$ cat src/rtl/arb8_rr_sched.sv
// Round-robin scheduler granting one of eight requesters to a shared 3-to-8 decoder.
// Ownership is held until release or HOLD_MAX cycles, with one idle cycle between owners.
module arb8_rr_sched #(
   parameter int HOLD_MAX = 15
) (
   input  logic       clk,
   input  logic       rst,
   input  logic [7:0] req,
   input  logic       done,
   output logic [2:0] gnt_idx,
   output logic       gnt_en,
   output logic [7:0] gnt,
   output logic       timeout,
   output logic [2:0] ptr
);

   localparam logic [7:0] HOLD_LAST = 8'(HOLD_MAX - 1);

   typedef enum logic {
      IDLE,
      GRANT
   } state_t;

   state_t      state, state_nxt;
   logic [2:0]  ptr_nxt, idx_nxt, win_idx;
   logic [7:0]  hold_cnt, hold_nxt;
   logic        timeout_nxt;
   logic [15:0] req2;
   logic [7:0]  rot;

   // Rotate requests so that bit 0 of rot is the requester at ptr.
   always_comb begin
      req2    = {req, req};
      rot     = 8'(req2 >> ptr);
      win_idx = ptr;
      for (int i = 7; i >= 0; i--) begin
         if (rot[i]) win_idx = ptr + 3'(i);
      end
   end

   // NOTE: every signal gets a default before the case so no path leaves one unassigned (no latches).
   always_comb begin
      state_nxt   = state;
      ptr_nxt     = ptr;
      idx_nxt     = gnt_idx;
      hold_nxt    = hold_cnt;
      timeout_nxt = 1'b0;
      case (state)
         IDLE: begin
            if (|req) begin
               state_nxt = GRANT;
               idx_nxt   = win_idx;
               hold_nxt  = 8'd0;
            end
         end
         GRANT: begin
            if (done || !req[gnt_idx]) begin
               state_nxt = IDLE;
               ptr_nxt   = gnt_idx + 3'd1;
            end else if (hold_cnt == HOLD_LAST) begin
               state_nxt   = IDLE;
               ptr_nxt     = gnt_idx + 3'd1;
               timeout_nxt = 1'b1;
            end else begin
               hold_nxt = hold_cnt + 8'd1;
            end
         end
         default: state_nxt = IDLE;
      endcase
   end

   // NOTE: sequential state uses non-blocking assignments so all registers update together.
   always_ff @(posedge clk or posedge rst) begin
      if (rst) begin
         state    <= IDLE;
         ptr      <= 3'd0;
         gnt_idx  <= 3'd0;
         hold_cnt <= 8'd0;
         timeout  <= 1'b0;
      end else begin
         state    <= state_nxt;
         ptr      <= ptr_nxt;
         gnt_idx  <= idx_nxt;
         hold_cnt <= hold_nxt;
         timeout  <= timeout_nxt;
      end
   end

   assign gnt_en = (state == GRANT);
   assign gnt    = gnt_en ? (8'b1 << gnt_idx) : 8'b0;

endmodule

$ cat config.mk
export PLATFORM = sky130hd
export DESIGN_NAME = arb8_rr_sched
export DESIGN_NICKNAME = d
export VERILOG_FILES = /design/src/rtl/arb8_rr_sched.sv
export SDC_FILE = /design/constraint.sdc
export NUM_CORES = 1
export LEC_CHECK = 0
export BUFFER_PORTS_ARGS = -buffer_cell sky130_fd_sc_hd__buf_2
export CAP_MARGIN = 20
export CORE_AREA = 3 3 65 67
export CTS_CLUSTER_SIZE = 30
export DETAILED_ROUTE_END_ITERATION = 10
export DIE_AREA = 0 0 68 70
export GPL_TIMING_DRIVEN = 1
export PLACE_DENSITY = 0.75
export SLEW_MARGIN = 5
export SYNTH_ARGS = -nofsm -noshare
export SYNTH_HDL_FRONTEND = slang
export SYNTH_SLANG_ARGS = --single-unit
$ cat constraint.sdc
create_clock -name clk -period 3.6 [get_ports clk]
set_input_delay 0.18 -clock clk [delete_from_list [all_inputs] [get_ports clk]]
set_output_delay 0.18 -clock clk [all_outputs]
set_load 0.03 [all_outputs]
Yosys cells after proc, flatten, opt, wreduce, memory -nomap -nowiden
Cells that the tools add are included.
{"block": "op_classes", "add_sub_neg": 9, "order_cmp": 1, "n_eq_ne": 4, "shifts": 2, "n_mux": 24, "bitwise_logic": 1, "n_reduce_logical": 7}
{"operator": "8-bit 2-to-1 mux", "count": 4}
{"operator": "3-bit 2-to-1 mux", "count": 10}
{"operator": "8-bit case mux with 2 select lines", "count": 1}
{"operator": "16-bit by 3-bit >> shifter with 8-bit output", "count": 1}
{"operator": "3-bit adder (second input constant)", "count": 4}
{"operator": "8-bit by 1-bit adder with 8-bit output (second input constant)", "count": 1}
{"operator": "8-bit by 4-bit equality test with 1-bit output (second input constant)", "count": 1}
{"operator": "8-bit OR reduction", "count": 1}
{"operator": "1-bit by 3-bit << shifter with 8-bit output (first input constant)", "count": 1}
{"operator": "1-bit 2-to-1 mux", "count": 7}
{"operator": "3-bit by 1-bit adder with 3-bit output (second input constant)", "count": 2}
{"operator": "3-bit by 2-bit adder with 3-bit output (second input constant)", "count": 2}
{"operator": "2-bit inequality test (second input constant)", "count": 3}
{"operator": "3-bit by 4-bit less-than comparator with 1-bit output (second input constant)", "count": 1}
{"operator": "2-bit AND reduction", "count": 2}
{"operator": "1-bit binary-select mux with 3-bit select", "count": 1}
{"operator": "3-bit AND reduction", "count": 1}
{"operator": "1-bit case mux with 2 select lines", "count": 1}
{"operator": "2-bit nonzero test", "count": 1}
{"operator": "1-bit logical NOT", "count": 1}
{"operator": "1-bit logical OR", "count": 1}
{"operator": "1-bit NOT", "count": 1}
{"block": "totals", "reg_bits": 16, "inputBits": 11}

Longest topological paths before layout
Gate-level depths: netlist of run 1.
{"block": "depth", "word_depth": 9, "depth_mapped": 11, "mapped_depth_nobuf": 8}

Least setup slack after synthesis of run 1
OpenSTA, ideal clock, no wires.
{"block": "synth_timing", "path_kind": "register to register", "start": "reg ptr[0]", "end": "reg gnt_idx[1]", "arrival_time_ns": 2.377, "required_ns": 3.521, "path_slack_ns": 1.143, "stages_incl_launch_ff": 12, "synth_period_minus_slack_ns": 2.457, "cell_sequence": "dfrtp_1 -> buf_6 -> buf_6 -> buf_6 -> inv_1 -> ha_1 -> nor2b_1 -> a22o_1 -> o21bai_1 -> a211o_1 -> a221oi_1 -> a2bb2oi_1"}
{"block": "synth_via", "elab_chain_len": 9}
{"item": "start, declared", "line": "14", "source": "output logic [2:0] ptr"}
{"item": "start signal, assigned", "line": "82", "source": "ptr <= ptr_nxt;"}
{"item": "3-bit adder / 16-bit by 3-bit >> shifter with 8-bit output (equally long branches)", "line": "37, 34"}
{"item": "3-bit 2-to-1 mux (7 in a row)", "line": "37", "source": "if (rot[i]) win_idx = ptr + 3'(i);"}
{"item": "3-bit 2-to-1 mux *", "line": "37"}
{"item": "end signal, assigned", "line": "83", "source": "gnt_idx <= idx_nxt;"}
{"item": "end, declared", "line": "10", "source": "output logic [2:0] gnt_idx,"}
Every way passes the cells marked *; elsewhere a longest branch is shown, timed or not.
A chain may end at the register's enable or synchronous reset.

Worst setup path in the final report of run 1
{"block": "layout_timing", "start": "reg ptr[1]", "end": "reg gnt_idx[1]"}
The elaborated chain is that of the path after synthesis.

==> impl_metrics.yaml, run 1 <==
clock_network:
  root_buffer: "clkbuf_8"
  postCtsSetupBuffers: 0
  clock-sinks: 16
  cts_resized: 0
  cts_hold_buffers: 0
  cts_buffers: 3
  cts.htree.levels: 1
  clockBufferDepth: 2
  clk_latency_ns: 0.25
  cts_tree: "done"
  path_clk_slew_ns: 0.07
detailed_routing:
  drc: 0
  ant_nets: 0
  wirelength_um: 4240
  dr.pass1.iters: 5
  drtIter0Drc: 125
  vias: 1600
  wl_per_cell_um: 16.3
  avgViaCountPerCell: 6.15
logic_synthesis:
  post-synth-top-count-cell: "dfrtp_1"
  synth_flop_cell: "dfrtp_1"
  ys_warn_count: 0
  synth_compound_area_share_pct: 19.2
  synth_cell_types: 52
  synth_common_cells: "dfrtp_1, mux2i_1, nand2_1"
  netlist_instances: 190
  netlist_top_cells_area: "dfrtp_1, mux4_2, mux2i_1, ha_1, mux2_2"
  yosysTopAreaCellShare_pct: 22.2
  muxShareOfSynthArea_pct: 25.7
  synth_simple_gate_area_share_pct: 19.1
  yosysSeqAreaShare_pct: 22.2
  syn_area_um2: 1800
  synth_top_area_cell: "dfrtp_1"
  synth_seq_cells: 16
  synth_top_family_by_area: "multiplexers"
  syn_area_per_cell_um2: 9.50
  synthArstFlopShare_pct: 100
  synth_edf_count: 0
  syn_nets: 211
  synthAdderAreaFrac_pct: 6.93
  yosys.area_share.xor_xnor_pct: 0.971
final_layout:
  final_core_util_pct: 54.0
  layout-drive-gt1-share_pct: 26.9
  num_antenna_cells: 0
  finalNonFillerCells: 260
  multi_input_area_um2: 1300
  seq_area_um2: 400
  num-fill-cells: 346
  fin_nets: 234
  areaGrowthSynthToFinish_pct: 10.3
placed_design:
  gp_congestion: 0.935
  io_buffers: 26
  place_hpwl_um: 3260
  place_inst: 256
global_route:
  grt_pass1_wl_um: 7090
  antenna_found_initial: 0
  grt_usage_pct: 19.0
  grt_pass1_vias: 1430
  overflow: 0
  grt_max_degree: 23
sta:
  whs_ns: -0.0141
  max_freq_ghz: 0.371
  finalCritPeriodShare_pct: 74.8
  rsz0062_at_grt: "no"
  period_needed_ns: 2.69
  hold_violations: 16
  skew_ns: 0.000506
  finalSetupViolations: 0
  slew_viol_final: 0
  slew-limit-headroom_pct: 47.1
  worstMarginPinSlew_ns: 0.794
  tns_ns: 0
critical_path:
  arrival_ns: 2.88
  cp_max_fo: 22
  required_ns: 3.78
  r2r_start: "ptr[1]$_DFFE_PP0P_"
  worst_r2r_path_depth: 8
  r2r_slack_ns: 0.91
  cp-start-kind: "flip-flop"
  cp-end-kind: "flip-flop"
  crit_path_start: "ptr[1]$_DFFE_PP0P_"
  path_class: "flip-flop to flip-flop"
  r2r-end: "gnt_idx[1]$_DFFE_PP0P_"
power_and_ir_drop:
  power_frac_comb_pct: 67.2
  switchingPower_mw: 0.906
  seqPwrFrac_pct: 23.2
  ir_worst_vdd_mv: 0.325
  powerDensity_nw_per_um2: 875
  p_int_mw: 0.836
  p_clk_share_pct: 9.6
  netSwitchingFraction_pct: 52.0
  power.leakage_nw: 0.901
die:
  io_pins: 27
  die_w_um: 68
  die_y_um: 70
  die-area_um2: 4760
  rows: 22
  core_area_um2: 3690
  initial_core_util_pct: 48.9
run_status:
  status: "finished, violations left"
  violations: "negative hold slack"
run:
  maxCapViolCount: 0
hold_path:
  hp-class: "primary input to async pin"
[cell type report]
type                    instances  area share, %
inverters                      11           2.07
repair buffers                 27           6.91
well taps                      48           3.02
clock buffers                   4           2.77
flip-flops and latches         16           20.1
multi-input cells             154           65.1
[how the worst max path moves through the flow]
stage	endpoint	slack [ns]	cells after the start
2_1_floorplan	gnt_idx[1]$_DFFE_PP0P_	1.14	11
3_3_place_gp	gnt_idx[1]$_DFFE_PP0P_	1.02	8
3_5_place_dp	gnt_idx[1]$_DFFE_PP0P_	0.93	8
4_1_cts	gnt_idx[1]$_DFFE_PP0P_	0.90	8
5_1_grt	gnt_idx[1]$_DFFE_PP0P_	0.70	8
6_report	gnt_idx[1]$_DFFE_PP0P_	0.91	8
[power groups by stage]
| stage | sequential (mW) | combinational, mW | clock [mW] |
|---|---|---|---|
| after detailed placement | 0.407 | 1.16 | 0 |
| after floorplan | 0.367 | 0.986 | 0 |
| after global routing | 0.423 | 1.29 | 0.179 |
| after CTS | 0.403 | 1.17 | 0.166 |
| final | 0.404 | 1.17 | 0.168 |
| after global placement | 0.402 | 1.16 | 0 |
[metal layers]
layer | up-vias | track usage, % | part of all wire [%]
met3 | 5 | 1.45 | 6.2
met5 | - | 0 | 0
met1 | 746 | 28.3 | 46
met4 | 0 | 5.30 | 1.3
li1 | 781 | - | -
met2 | 68 | 29.1 | 47
[through the flow]
step | power [mW] | setup WS (ns) | instance area [um^2]
3_5_place_dp | 1.57 | 0.925 | 1940
4_1_cts | 1.74 | 0.896 | 1990
5_1_grt | 1.89 | 0.700 | 1990
6_report | 1.74 | 0.907 | 1990
3_3_place_gp | 1.56 | 1.02 | 1940
2_1_floorplan | 1.35 | 1.14 | 1800
[registers in the layout, indices dropped and copies added (netlist names)]
name      cells
timeout       1
hold_cnt      8
ptr           3
gnt_idx       3
gnt_en        1
[placed cells by master, fill, tap and decap left out, drive strengths merged, types with 10 or more instances in the layout]
cell type / n
a21oi: 10
buf: 27
dfrtp: 16
inv: 10
nor2: 13
mux2i: 14
mux4: 11
ha: 10
nand2: 16
[logic make-up after synthesis]
| kind of cell | Yosys count |
|---|---|
| XOR/XNOR | 2 |
| multiplexers | 31 |
| buffers and inverters | 20 |
| adder cells (fa/ha/maj) | 10 |
| AO/OA/AOI/OAI | 47 |
| AND/OR/NAND/NOR | 64 |
| flip-flops | 16 |
[worst max-delay path, cell delays in order, from the launching register on]
cell and delay (ns):
dfrtp_1 0.84, inv_2 0.25, ha_1 0.42, nor2b_1 0.15, a22o_1 0.18, o21bai_1 0.07, a211o_1 0.29, a221oi_1 0.26
a2bb2oi_1 0.17
Note: power is estimated with default switching activity, not from simulation.
==> inputs of run 2 (changes only) <==
- PLACE_DENSITY: 0.75 -> 0.77
- clock period: 3.6 -> 2.2 ns (I/O delays scaled with it)
==> impl_metrics.yaml, run 2 (same netlist as run 1, synthesis figures left out) <==
sta:
  rsz0062_at_grt: "yes"
  hold_violations: 0
  worstMarginPinSlew_ns: 0.649
  slew-limit-headroom_pct: 56.7
  slew_viol_final: 0
  period_needed_ns: 2.13
  whs_ns: 0.236
  finalSetupViolations: 0
  finalCritPeriodShare_pct: 97.0
  skew_ns: 0.00127
  max_freq_ghz: 0.468
global_route:
  overflow: 0
  grt_pass1_vias: 1521
  grt_pass1_wl_um: 7520
  antenna_found_initial: 0
  grt_max_degree: 17
  grt_usage_pct: 20.1
clock_network:
  cts.htree.levels: 1
  path_clk_slew_ns: 0.07
  clk_latency_ns: 0.25
  cts_buffers: 3
  cts_tree: "done"
  root_buffer: "clkbuf_8"
  clockBufferDepth: 2
  clock-sinks: 16
detailed_routing:
  wl_per_cell_um: 17.1
  dr.pass1.iters: 4
  drtIter0Drc: 79
  vias: 1705
  wirelength_um: 4670
  drc: 0
  avgViaCountPerCell: 6.25
  ant_nets: 0
placed_design:
  gp_congestion: 0.894
  place_hpwl_um: 3410
  io_buffers: 26
final_layout:
  fin_nets: 247
  areaGrowthSynthToFinish_pct: 18.4
  final_core_util_pct: 57.9
  regMostFlops: "hold_cnt"
  final_cell_mix: "buf_2, nand2_1, mux2i_1, dfrtp_1, nor2_1"
  num_antenna_cells: 0
  reg_top3: "hold_cnt x8, gnt_idx x3, ptr x3"
  largest_reg_flops: 8
  seq_area_um2: 403
  num-fill-cells: 330
  layout-drive-gt1-share_pct: 32.9
  multi_input_area_um2: 1320
  layout_commonest_cell: "buf_2"
power_and_ir_drop:
  power.leakage_nw: 0.972
  ir_worst_vdd_mv: 0.903
  powerDensity_nw_per_um2: 1490
critical_path:
  arrival_ns: 2.27
  path_class: "flip-flop to flip-flop"
  required_ns: 2.34
  r2r-end: "gnt_idx[1]$_DFFE_PP0P_"
  cp-start-kind: "flip-flop"
  cp_max_fo: 5
  cp-end-kind: "flip-flop"
  r2r_slack_ns: 0.07
  r2r_start: "ptr[0]$_DFFE_PP0P_"
  worst_r2r_path_depth: 7
hold_path:
  hp-class: "primary input to flip-flop"
  whs_path_depth: 3
  hold_end: "timeout$_DFF_PP0_"
  holdCritStartpoint: "done"
die:
  die_w_um: 68
  die-area_um2: 4760
  initial_core_util_pct: 48.9
  die_y_um: 70
  rows: 22
  core_area_um2: 3690
  io_pins: 27
run_status:
  status: "finished, final reports clean"
run:
  maxCapViolCount: 0
[run 2: per-stage QoR]
stage,cell area [um^2],cells,TNS [ns],power (mW),setup slack [ns]
after floorplan,1830,190,0,2.29,0.00545
after global placement,2050,265,0,2.81,0.0569
after detailed placement,2050,265,0,2.83,0.0223
after CTS,2110,270,0,3.12,0.00286
after global routing,2140,273,-0.0121,3.42,-0.0121
final,2140,273,0,3.19,0.0652
[run 2: timing repair]
item	in CTS	in global routing
gates resized for setup	0	1
endpoints found under the hold margin	16	0
buffers inserted	0	3
setup endpoints to repair	0	4
hold buffers	1	0
[run 2: power by group]
group / internal [mW] / switching, mW / leakage (nW)
registers: 0.381 / 0.144 / 0.204
clock network: 0.159 / 0.106 / 0.0288
logic: 1.06 / 1.34 / 0.738
[run 2: final cells by class]
class,instances,share of cell area [%]
Clock buffer,4,2.58
Inverter,11,1.93
Multi-Input combinational cell,154,61.5
Sequential cell,16,18.9
Tap cell,48,2.81
Timing Repair Buffer,40,12.3
[run 2: worst max-delay path, stage by stage, from the launching register on]
cell and delay (ns):
dfrtp_2 0.44, buf_4 0.17, mux4_2 0.54, nand2_1 0.08, o21ai_0 0.11, a221oi_1 0.41
a221oi_2 0.11, a2bb2oi_1 0.16
[run 2: how the worst max path moves through the flow]
stage,from,to,slack (ns),depth (start not counted)
finish,ptr[0]$_DFFE_PP0P_,gnt_idx[1]$_DFFE_PP0P_,0.07,7
CTS,ptr[0]$_DFFE_PP0P_,gnt_idx[1]$_DFFE_PP0P_,0.003,7
floorplan,ptr[0]$_DFFE_PP0P_,gnt_idx[1]$_DFFE_PP0P_,0.005,11
global route,ptr[0]$_DFFE_PP0P_,gnt_idx[1]$_DFFE_PP0P_,-0.01,7
detailed placement,ptr[0]$_DFFE_PP0P_,gnt_idx[1]$_DFFE_PP0P_,0.02,7
global placement,ptr[0]$_DFFE_PP0P_,gnt_idx[1]$_DFFE_PP0P_,0.06,7
[run 2: routing by layer]
metal	track usage [%]	share of wire (%)
met5	0	0
met3	4.34	6.7
met4	4.42	0.77
met1	30.6	47
met2	28.9	45
==> inputs of run 3 (changes only) <==
- MAX_ROUTING_LAYER: unset -> met4
==> impl_metrics.yaml, run 3 (same netlist as run 1, synthesis figures left out) <==
hold_path:
  hp-class: "primary input to flip-flop"
power_and_ir_drop:
  p_clk_share_pct: 8.3
  power_frac_comb_pct: 75.2
  switchingPower_mw: 1.59
  power.leakage_nw: 0.972
  seqPwrFrac_pct: 16.5
  ir_worst_vdd_mv: 0.904
  powerDensity_nw_per_um2: 1490
  finalPower_mw: 3.19
  netSwitchingFraction_pct: 49.9
  p_int_mw: 1.60
final_layout:
  fin_area_um2: 2140
  largest_reg_flops: 8
  areaGrowthSynthToFinish_pct: 18.4
  layout_commonest_cell: "buf_2"
  layout-drive-gt1-share_pct: 32.9
  reg_top3: "hold_cnt x8, gnt_idx x3, ptr x3"
  fin_nets: 247
  num_antenna_cells: 0
  regMostFlops: "hold_cnt"
  final_cell_mix: "buf_2, nand2_1, mux2i_1, dfrtp_1, nor2_1"
sta:
  slew_viol_final: 0
  finalCritPeriodShare_pct: 97.0
  max_freq_ghz: 0.469
  hold_violations: 0
  rsz0062_at_grt: "yes"
  setup_slack_ns: 0.0666
  period_needed_ns: 2.13
  skew_ns: 0.000523
  slew-limit-headroom_pct: 56.7
  finalSetupViolations: 0
  worstMarginPinSlew_ns: 0.648
critical_path:
  path_class: "flip-flop to flip-flop"
  arrival_ns: 2.27
  cp_max_fo: 5
  cp_top_family: "compound AO/OA/AOI/OAI gates"
  cp_slowest_cell: "mux4_2"
  path_cells: "buf_4 > mux4_2 > nand2_1 > o21ai_0 > a221oi_1 > a221oi_2 > a2bb2oi_1"
  cp.depth: 7
  r2r_start: "ptr[0]$_DFFE_PP0P_"
  r2r-end: "gnt_idx[1]$_DFFE_PP0P_"
  required_ns: 2.34
  max_stage_delay_ns: 0.55
  cp-start-kind: "flip-flop"
  path_buf_inv: 1
  cp-end-kind: "flip-flop"
  crit_path_start: "ptr[0]$_DFFE_PP0P_"
  worstSetupEndpoint: "gnt_idx[1]$_DFFE_PP0P_"
  worst_r2r_path_depth: 7
  r2r_slack_ns: 0.07
placed_design:
  dpl_worst_slack_ns: 0.0223
  post_dp_cell_area_um2: 2050
  place_hpwl_um: 3410
  io_buffers: 26
  gp_congestion: 0.909
clock_network:
  clock-sinks: 16
  cts_buffers: 3
  cts_tree: "done"
  clk_latency_ns: 0.25
  path_clk_slew_ns: 0.06
  clockBufferDepth: 2
  cts.htree.levels: 1
  root_buffer: "clkbuf_8"
global_route:
  grt_pass1_wl_um: 7530
  overflow: 0
  grt_max_degree: 17
  top_usage_layer: "met1"
  antenna_found_initial: 0
  met1_usage_pct: 30.7
  grt_use_met3_pct: 4.34
  grt_pass1_vias: 1516
  grt_usage_pct: 20.7
  grt_use_met2_pct: 28.9
detailed_routing:
  avgViaCountPerCell: 6.21
  wirelength_um: 4630
  dr.pass1.iters: 4
  drtIter0Drc: 75
  ant_nets: 0
  drc: 0
  wl_per_cell_um: 17.0
  vias: 1695
die:
  die-area_um2: 4760
  die_w_um: 68
  core_area_um2: 3690
  io_pins: 27
  initial_core_util_pct: 48.9
  die_y_um: 70
  rows: 22
run_status:
  status: "finished, final reports clean"
run:
  maxCapViolCount: 0
run 3: area by class of cell:
cell class | count | area, um^2
well taps | 48 | 60.1
fillers | 330 | 1550
repair buffers | 40 | 263
flip-flops and latches | 16 | 403
inverters | 11 | 41.3
clock buffers | 4 | 55.1
multi-input cells | 154 | 1320
run 3: tightest hold or removal path: cells and delay by family:
kind	cells	cell delay, ns
buf+inv	1	0.12
simple gates	1	0.07
compound gates	2	0.14
run 3: worst min path at each step:
stage / end / cells after the start / from / slack, ns
2_1_floorplan: gnt_en$_DFF_PP0_ / 1 / rst / 0.02
3_3_place_gp: hold_cnt[1]$_DFFE_PP0P_ / 2 / rst / 0.21
3_5_place_dp: hold_cnt[0]$_DFFE_PP0P_ / 2 / rst / 0.22
4_1_cts: hold_cnt[0]$_DFFE_PP0P_ / 4 / done / 0.23
5_1_grt: timeout$_DFF_PP0_ / 3 / done / 0.24
6_report: hold_cnt[0]$_DFFE_PP0P_ / 4 / done / 0.23
run 3: stage by stage:
step                      TNS (ns)  utilization (%)  hold slack (ns)  cells
final                            0             57.9            0.232    273
after global routing       -0.0121             57.9            0.244    273
after CTS                        0             57.3            0.233    270
after detailed placement         0             55.5            0.222    265
after global placement           0             55.5            0.211    265
after floorplan                  0                -           0.0237    190
run 3: timing repair:
item                                   CTS  global route
hold buffers                             1             0
gates resized for setup                  0             1
endpoints found under the hold margin   16             0
buffers inserted                         0             3
setup endpoints to repair                0             4
run 3: per-layer routing:
metal  part of all wire, %  wire length [um]
met1                    47              2170
met2                    46              2110
met3                   6.8               317
met4                  0.82                38
met5                     0                 0
run 3: power by group through the flow:
stage	Clock [mW]	Combinational [mW]	Sequential (mW)
after floorplan	0	1.69	0.603
after global placement	0	2.26	0.541
after detailed placement	0	2.29	0.544
after CTS	0.270	2.31	0.541
after global routing	0.284	2.60	0.537
final	0.264	2.40	0.527
